[config.mk]
export PLATFORM = sky130hd
export DESIGN_NAME = hamming_tx_scheduler
export DESIGN_NICKNAME = d
export VERILOG_FILES = /design/src/rtl/hamming_tx_scheduler.sv
export SDC_FILE = /design/constraint.sdc
export NUM_CORES = 1
export LEC_CHECK = 0
export ABC_CLOCK_PERIOD_IN_PS = 1800
export CORE_MARGIN = 2
export CORE_UTILIZATION = 40
export CTS_CLUSTER_DIAMETER = 120
export DETAILED_ROUTE_END_ITERATION = 10
export GPL_TIMING_DRIVEN = 0
export HOLD_SLACK_MARGIN = 0.1
export PLACE_DENSITY = 0.75
export SLEW_MARGIN = 40
export SYNTH_ARGS = -nofsm -noshare
export SYNTH_HDL_FRONTEND = slang
export SYNTH_SLANG_ARGS = --single-unit
export TNS_END_PERCENT = 100
[constraint.sdc]
create_clock -name clk -period 1.8 [get_ports clk]
set_clock_uncertainty 0.15 [all_clocks]
set_input_delay 0.27 -clock clk [delete_from_list [all_inputs] [get_ports clk]]
set_output_delay 0.27 -clock clk [all_outputs]
set_load 0.05 [all_outputs]
[src/rtl/hamming_tx_scheduler.sv]
// ============================================================================
// Module   : hamming_tx_scheduler
// Purpose  : Round-robin byte arbiter that sequences nibbles through the
//            Hamming(7,4) encoder and hands codewords to the serializer.
// Revision : 1.0  initial release
// ============================================================================
`default_nettype none

module hamming_tx_scheduler #(
    parameter int ENC_HOLD = 2
) (
    input  logic       clk,
    input  logic       rst,
    input  logic       a_valid,
    input  logic [7:0] a_data,
    output logic       a_ready,
    input  logic       b_valid,
    input  logic [7:0] b_data,
    output logic       b_ready,
    output logic       enc_ena,
    output logic [3:0] enc_data,
    input  logic [6:0] enc_code,
    input  logic       enc_valid,
    output logic       cw_valid,
    output logic [6:0] cw_data,
    output logic       cw_last,
    output logic       cw_src,
    input  logic       cw_ready,
    output logic       busy,
    output logic       err
);

    typedef enum logic [1:0] {
        S_IDLE = 2'd0,
        S_ENC  = 2'd1,
        S_CAPT = 2'd2,
        S_OUT  = 2'd3
    } state_t;

    localparam logic [3:0] c_HOLD_LAST = 4'(ENC_HOLD - 1);

    state_t     r_state;
    logic [7:0] r_byte;
    logic       r_nib_sel;
    logic [3:0] r_cnt;
    logic       r_rr_last;   // 0 = A served last, 1 = B served last
    logic       r_src;
    logic [6:0] r_cw;
    logic       r_enc_ena;
    logic       r_cw_valid;
    logic       r_busy;
    logic       r_err;

    logic w_idle;
    logic w_grant_a;
    logic w_grant_b;

    // Readies are gated by rst so nothing is granted while reset is applied.
    assign w_idle    = (r_state == S_IDLE) && !rst;
    assign w_grant_a = w_idle && a_valid && (!b_valid || r_rr_last);
    assign w_grant_b = w_idle && b_valid && (!a_valid || !r_rr_last);

    assign a_ready  = w_grant_a;
    assign b_ready  = w_grant_b;
    assign enc_ena  = r_enc_ena;
    assign enc_data = r_nib_sel ? r_byte[7:4] : r_byte[3:0];
    assign cw_valid = r_cw_valid;
    assign cw_data  = r_cw;
    assign cw_last  = r_nib_sel;
    assign cw_src   = r_src;
    assign busy     = r_busy;
    assign err      = r_err;

    always_ff @(posedge clk or posedge rst) begin
        if (rst) begin
            r_state    <= S_IDLE;
            r_byte     <= 8'h00;
            r_nib_sel  <= 1'b0;
            r_cnt      <= 4'd0;
            r_rr_last  <= 1'b1;
            r_src      <= 1'b0;
            r_cw       <= 7'h00;
            r_enc_ena  <= 1'b0;
            r_cw_valid <= 1'b0;
            r_busy     <= 1'b0;
            r_err      <= 1'b0;
        end else begin
            case (r_state)
                S_IDLE: begin
                    if (w_grant_a || w_grant_b) begin
                        r_byte    <= w_grant_a ? a_data : b_data;
                        r_src     <= w_grant_b;
                        r_rr_last <= w_grant_b;
                        r_nib_sel <= 1'b0;
                        r_cnt     <= 4'd0;
                        r_enc_ena <= 1'b1;
                        r_busy    <= 1'b1;
                        r_state   <= S_ENC;
                    end
                end
                S_ENC: begin
                    r_cnt <= r_cnt + 4'd1;
                    if (r_cnt == c_HOLD_LAST) begin
                        r_enc_ena <= 1'b0;
                        r_state   <= S_CAPT;
                    end
                end
                S_CAPT: begin
                    // The codeword is forwarded even if the encoder flagged it invalid.
                    r_cw       <= enc_code;
                    r_cw_valid <= 1'b1;
                    if (!enc_valid) begin
                        r_err <= 1'b1;
                    end
                    r_state <= S_OUT;
                end
                S_OUT: begin
                    if (cw_ready) begin
                        r_cw_valid <= 1'b0;
                        if (!r_nib_sel) begin
                            r_nib_sel <= 1'b1;
                            r_cnt     <= 4'd0;
                            r_enc_ena <= 1'b1;
                            r_state   <= S_ENC;
                        end else begin
                            r_busy  <= 1'b0;
                            r_state <= S_IDLE;
                        end
                    end
                end
                default: r_state <= S_IDLE;
            endcase
        end
    end

endmodule

`default_nettype wire

==> impl_results.rst <==
.. list-table::
   :header-rows: 1

   * - Metric
     - Value
   * - Fraction of the mapped netlist area in simple logic gates
     - a little under a tenth
   * - Unrepaired setup endpoints after global routing
     - yes
   * - Net switching share of the total power
     - 47.3%
   * - Final Wtd Congestion
     - 0.823
   * - Net Count, Synth
     - approximately 160
   * - Number of enable flip-flop cells after synthesis
     - 0
   * - Wire length of the first global-routing pass
     - around 5800 µm
   * - P_sw
     - between 1.5 and 2 mW
   * - Cells taking the most area after synthesis
     - dfrtp_1, mux2_2, ha_1
   * - Max frequency
     - 0.508 GHz
   * - Required time of the critical path
     - around 1400 ps
   * - Sum of negative setup slack
     - -410 ps
   * - Clock latency at the later pin of the worst-skew pair
     - 330 ps
   * - Num ports
     - 48
   * - Mean area per synthesized cell
     - 11.0 µm²
   * - Die boundary height
     - roughly 63 µm
   * - Overall routing resource usage
     - 18.3%
   * - Cell-internal power
     - 2.11 mW
   * - Power per Cell Area
     - about 1800 nW/µm²
   * - Floorplan row count
     - 21
   * - Tcrit/Tclk final
     - 109%
   * - Clock tree from TritonCTS
     - done
   * - 1st-pass router iterations
     - 7
   * - CP Data Arrival Time
     - 1550 ps
   * - Number of antenna violations at the first check in global routing
     - 0
   * - Peak VDD IR
     - 974 µV
   * - Element type at the critical path start
     - register
   * - Half-perimeter wire length of the detailed placement result
     - between 2000 and 2500 µm
   * - Combinational share of power
     - 65.6%
   * - Cell type with the largest total area after synthesis
     - dfrtp_1
   * - Number of instances in the synthesized netlist
     - 125
   * - Outcome
     - finished with violations
   * - Count of final max-slew check failures
     - 0
   * - Post-synth top flop
     - dfrtp_1
   * - Congestion Overflow GR
     - 0
   * - Number of max-cap violations
     - 0
   * - Final critical path time including I/O delays and setup
     - around 2000 ps
   * - Synth Area in Compound Gates
     - approximately 14%
   * - Average wire length per cell after detail routing
     - 14.5 µm
   * - Remaining max-slew budget at the tightest pin
     - between 60% and 70%
   * - Worst setup path category
     - register to output pin
   * - CTS Hold Buffers Added
     - 0
   * - Post-Synthesis Cell Area
     - 1370 µm²
   * - Final Net Count
     - between 200 and 250
   * - Seq/Total Area, Yosys
     - 51.2%
   * - Number of different library cells in the post-synthesis netlist
     - 29
   * - Placeable Area
     - 3310 µm²
   * - Initial Util
     - 41.4%
   * - Adder-Cell Fraction of Synth Area
     - 6.39%
   * - Mux share of post-synthesis cell area
     - about 15%
   * - Vias in the first global route
     - between 1,000 and 1,500
   * - Post-detailed-route count of antenna-violating nets
     - 0
   * - Portion of synthesized cell area occupied by the leading cell type
     - 49.3%
   * - Relative area change from synthesis to final layout
     - 58.8%
   * - Total of flip-flops plus latches after synthesis
     - 28
   * - Path type of the worst min-delay path
     - primary input to async pin
   * - DRT Wirelength
     - 3420 µm
   * - Total Die Area
     - 3910 µm²
   * - Largest family of logic cells by synthesized area
     - multiplexers
   * - Maximum number of pins on one net before global-route repair
     - 29
   * - Horiz. Die Dim
     - 62.6 µm
   * - Total of fill cells in the finished design
     - 294
   * - Via count
     - 1,181
   * - End-of-flow core utilization
     - 65.8%
   * - Cts bufs inserted
     - 3
   * - Share of final-layout standard cells stronger than drive strength 1
     - 33.7%
   * - Port bufs
     - 47
   * - Count of final hold-check violations
     - 0
   * - Least-Margin Pin Slew
     - 595 ps
   * - Count of clock tree sinks
     - 28
   * - Failing checks
     - design-rule violations, negative setup slack
   * - Leakage
     - 1.01 nW
   * - Yosys warns
     - 0
   * - Ant diodes
     - 0
   * - Worst-path maximum fanout
     - 3
   * - Share of synthesized registers carrying an async set or reset
     - between 90% and 100%
   * - Post-placement setup slack
     - -788 ps
   * - Clock share of power
     - 7.6%
   * - Count of unresolved DRC violations after routing
     - 1
   * - Reg clk slew, reported paths
     - 140 ps
   * - Number of H-tree branching levels
     - 1
   * - Bufs on Longest Clock Path
     - 2
   * - Minimum setup slack in the final design
     - -170 ps
   * - Part of the total power dissipated in sequential elements
     - 26.8%
   * - Worst Setup End Kind
     - output pin
   * - Avg Vias per Cell
     - around 5
   * - Setup-failing EPs final
     - 4
   * - Synth Area in XOR/XNOR
     - 0%
   * - Initial DRC count
     - 57
   * - Root cell of the clock tree
     - clkbuf_4
[placed cells by master (no fill, tap or decap), types with 2 or more instances in the layout]
| cell type | n |
|---|---|
| a21o_1 | 2 |
| buf_4 | 15 |
| buf_6 | 7 |
| clkbuf_4 | 3 |
| clkdlybuf4s50_1 | 27 |
| dfrtp_1 | 26 |
| dlygate4sd2_1 | 14 |
| ha_1 | 3 |
| ha_4 | 3 |
| inv_1 | 5 |
| inv_2 | 3 |
| mux2_2 | 11 |
| mux2i_1 | 8 |
| nand2_1 | 12 |
| nand2_2 | 2 |
| nand2b_1 | 2 |
| nor2_1 | 4 |
| o21ai_0 | 9 |
| o21ai_1 | 4 |
| o21ai_2 | 4 |
| o21bai_1 | 2 |
[sequential cells by signal, summed over array words and instances, names as in the netlist]
register   flops
r_byte         8
cw_data        7
r_cnt          4
r_state        2
busy           1
cw_last        1
cw_src         1
cw_valid       1
enc_ena        1
err            1
r_rr_last      1
[synth_stat cells (4+ instances only)]
master	number
ha_1	7
dfrtp_1	27
o21ai_0	17
nor2_1	4
mux2i_1	8
mux2_2	11
nand2_1	14
inv_1	9
[critical path, stage by stage, from the launching register on]
cell and delay [ps]:
dfrtp_1 420, inv_2 90, ha_4 140, nor2b_4 180, nand2_2 80, a21oi_4 130
buf_6 170
[metal layers]
layer | track usage (%) | wire (µm) | share of wire (%)
met1 | 20.7 | 1370 | 40
met2 | 34.7 | 1830 | 53
met3 | 4.32 | 204 | 6.0
met4 | 4.17 | 25 | 0.73
met5 | 0 | 0 | 0
[per-stage QoR]
stage	hold slack, ps	std cells	total power [mW]	cell area [µm²]
2_1_floorplan	185	125	2.59	1400
3_3_place_gp	307	218	3.20	1930
3_5_place_dp	325	218	3.28	1930
4_1_cts	281	234	3.83	2110
5_1_grt	305	236	4.25	2180
6_report	267	236	4.01	2180
[timing repair]
action                     4_1_cts  5_1_grt
setup endpoints to repair       36       20
resized for setup               74       19
setup buffers                   13        3
gates cloned                     0        0
pin swaps                        6        8
[final timing paths]
check                      cells past startpoint  slack [ps]              startpoint                     to
min reg2reg                                    2         350   r_byte[6]$_DFFE_PP0P_  r_byte[6]$_DFFE_PP0P_
min in group clk                               2         330               enc_valid        err$_DFFE_PP0P_
min                                            2         270                     rst     cw_src$_DFFE_PP0P_
max in group asynchronous                      2         810                     rst    cw_last$_DFFE_PP0P_
max                                            6        -170  r_state[1]$_DFFE_PP0P_                b_ready
max reg2reg                                    6         -60  r_state[0]$_DFFE_PP0P_   r_cnt[3]$_DFFE_PP0P_
[power by group through the flow]
| stage | clock (mW) | combinational [mW] | sequential (mW) |
|---|---|---|---|
| floorplan | 0 | 1.02 | 1.56 |
| global placement | 0 | 2.12 | 1.08 |
| detailed placement | 0 | 2.17 | 1.11 |
| CTS | 0.317 | 2.45 | 1.07 |
| global route | 0.351 | 2.79 | 1.11 |
| finish | 0.305 | 2.63 | 1.07 |
[logic make-up (layout without fill, tap and decap cells)]
kind of cell,Yosys count,count (layout)
AO/OA/AOI/OAI,31,31
flip-flops,28,28
AND/OR/NAND/NOR,27,27
multiplexers,19,19
buffers and inverters,13,78
adder cells (fa/ha/maj),7,7
[cell type report]
cell class / count / area [µm²] / share of cell area, %
multi-input combinational: 84 / 738 / 33.9
sequential: 28 / 703 / 32.3
clock buffer: 4 / 36.3 / 1.67
tap: 46 / 57.6 / 2.64
buffer: 2 / 16.3 / 0.747
inverter: 9 / 37.5 / 1.72
timing repair buffer: 63 / 588 / 27.0
Note: power is estimated with default switching activity, not from simulation.
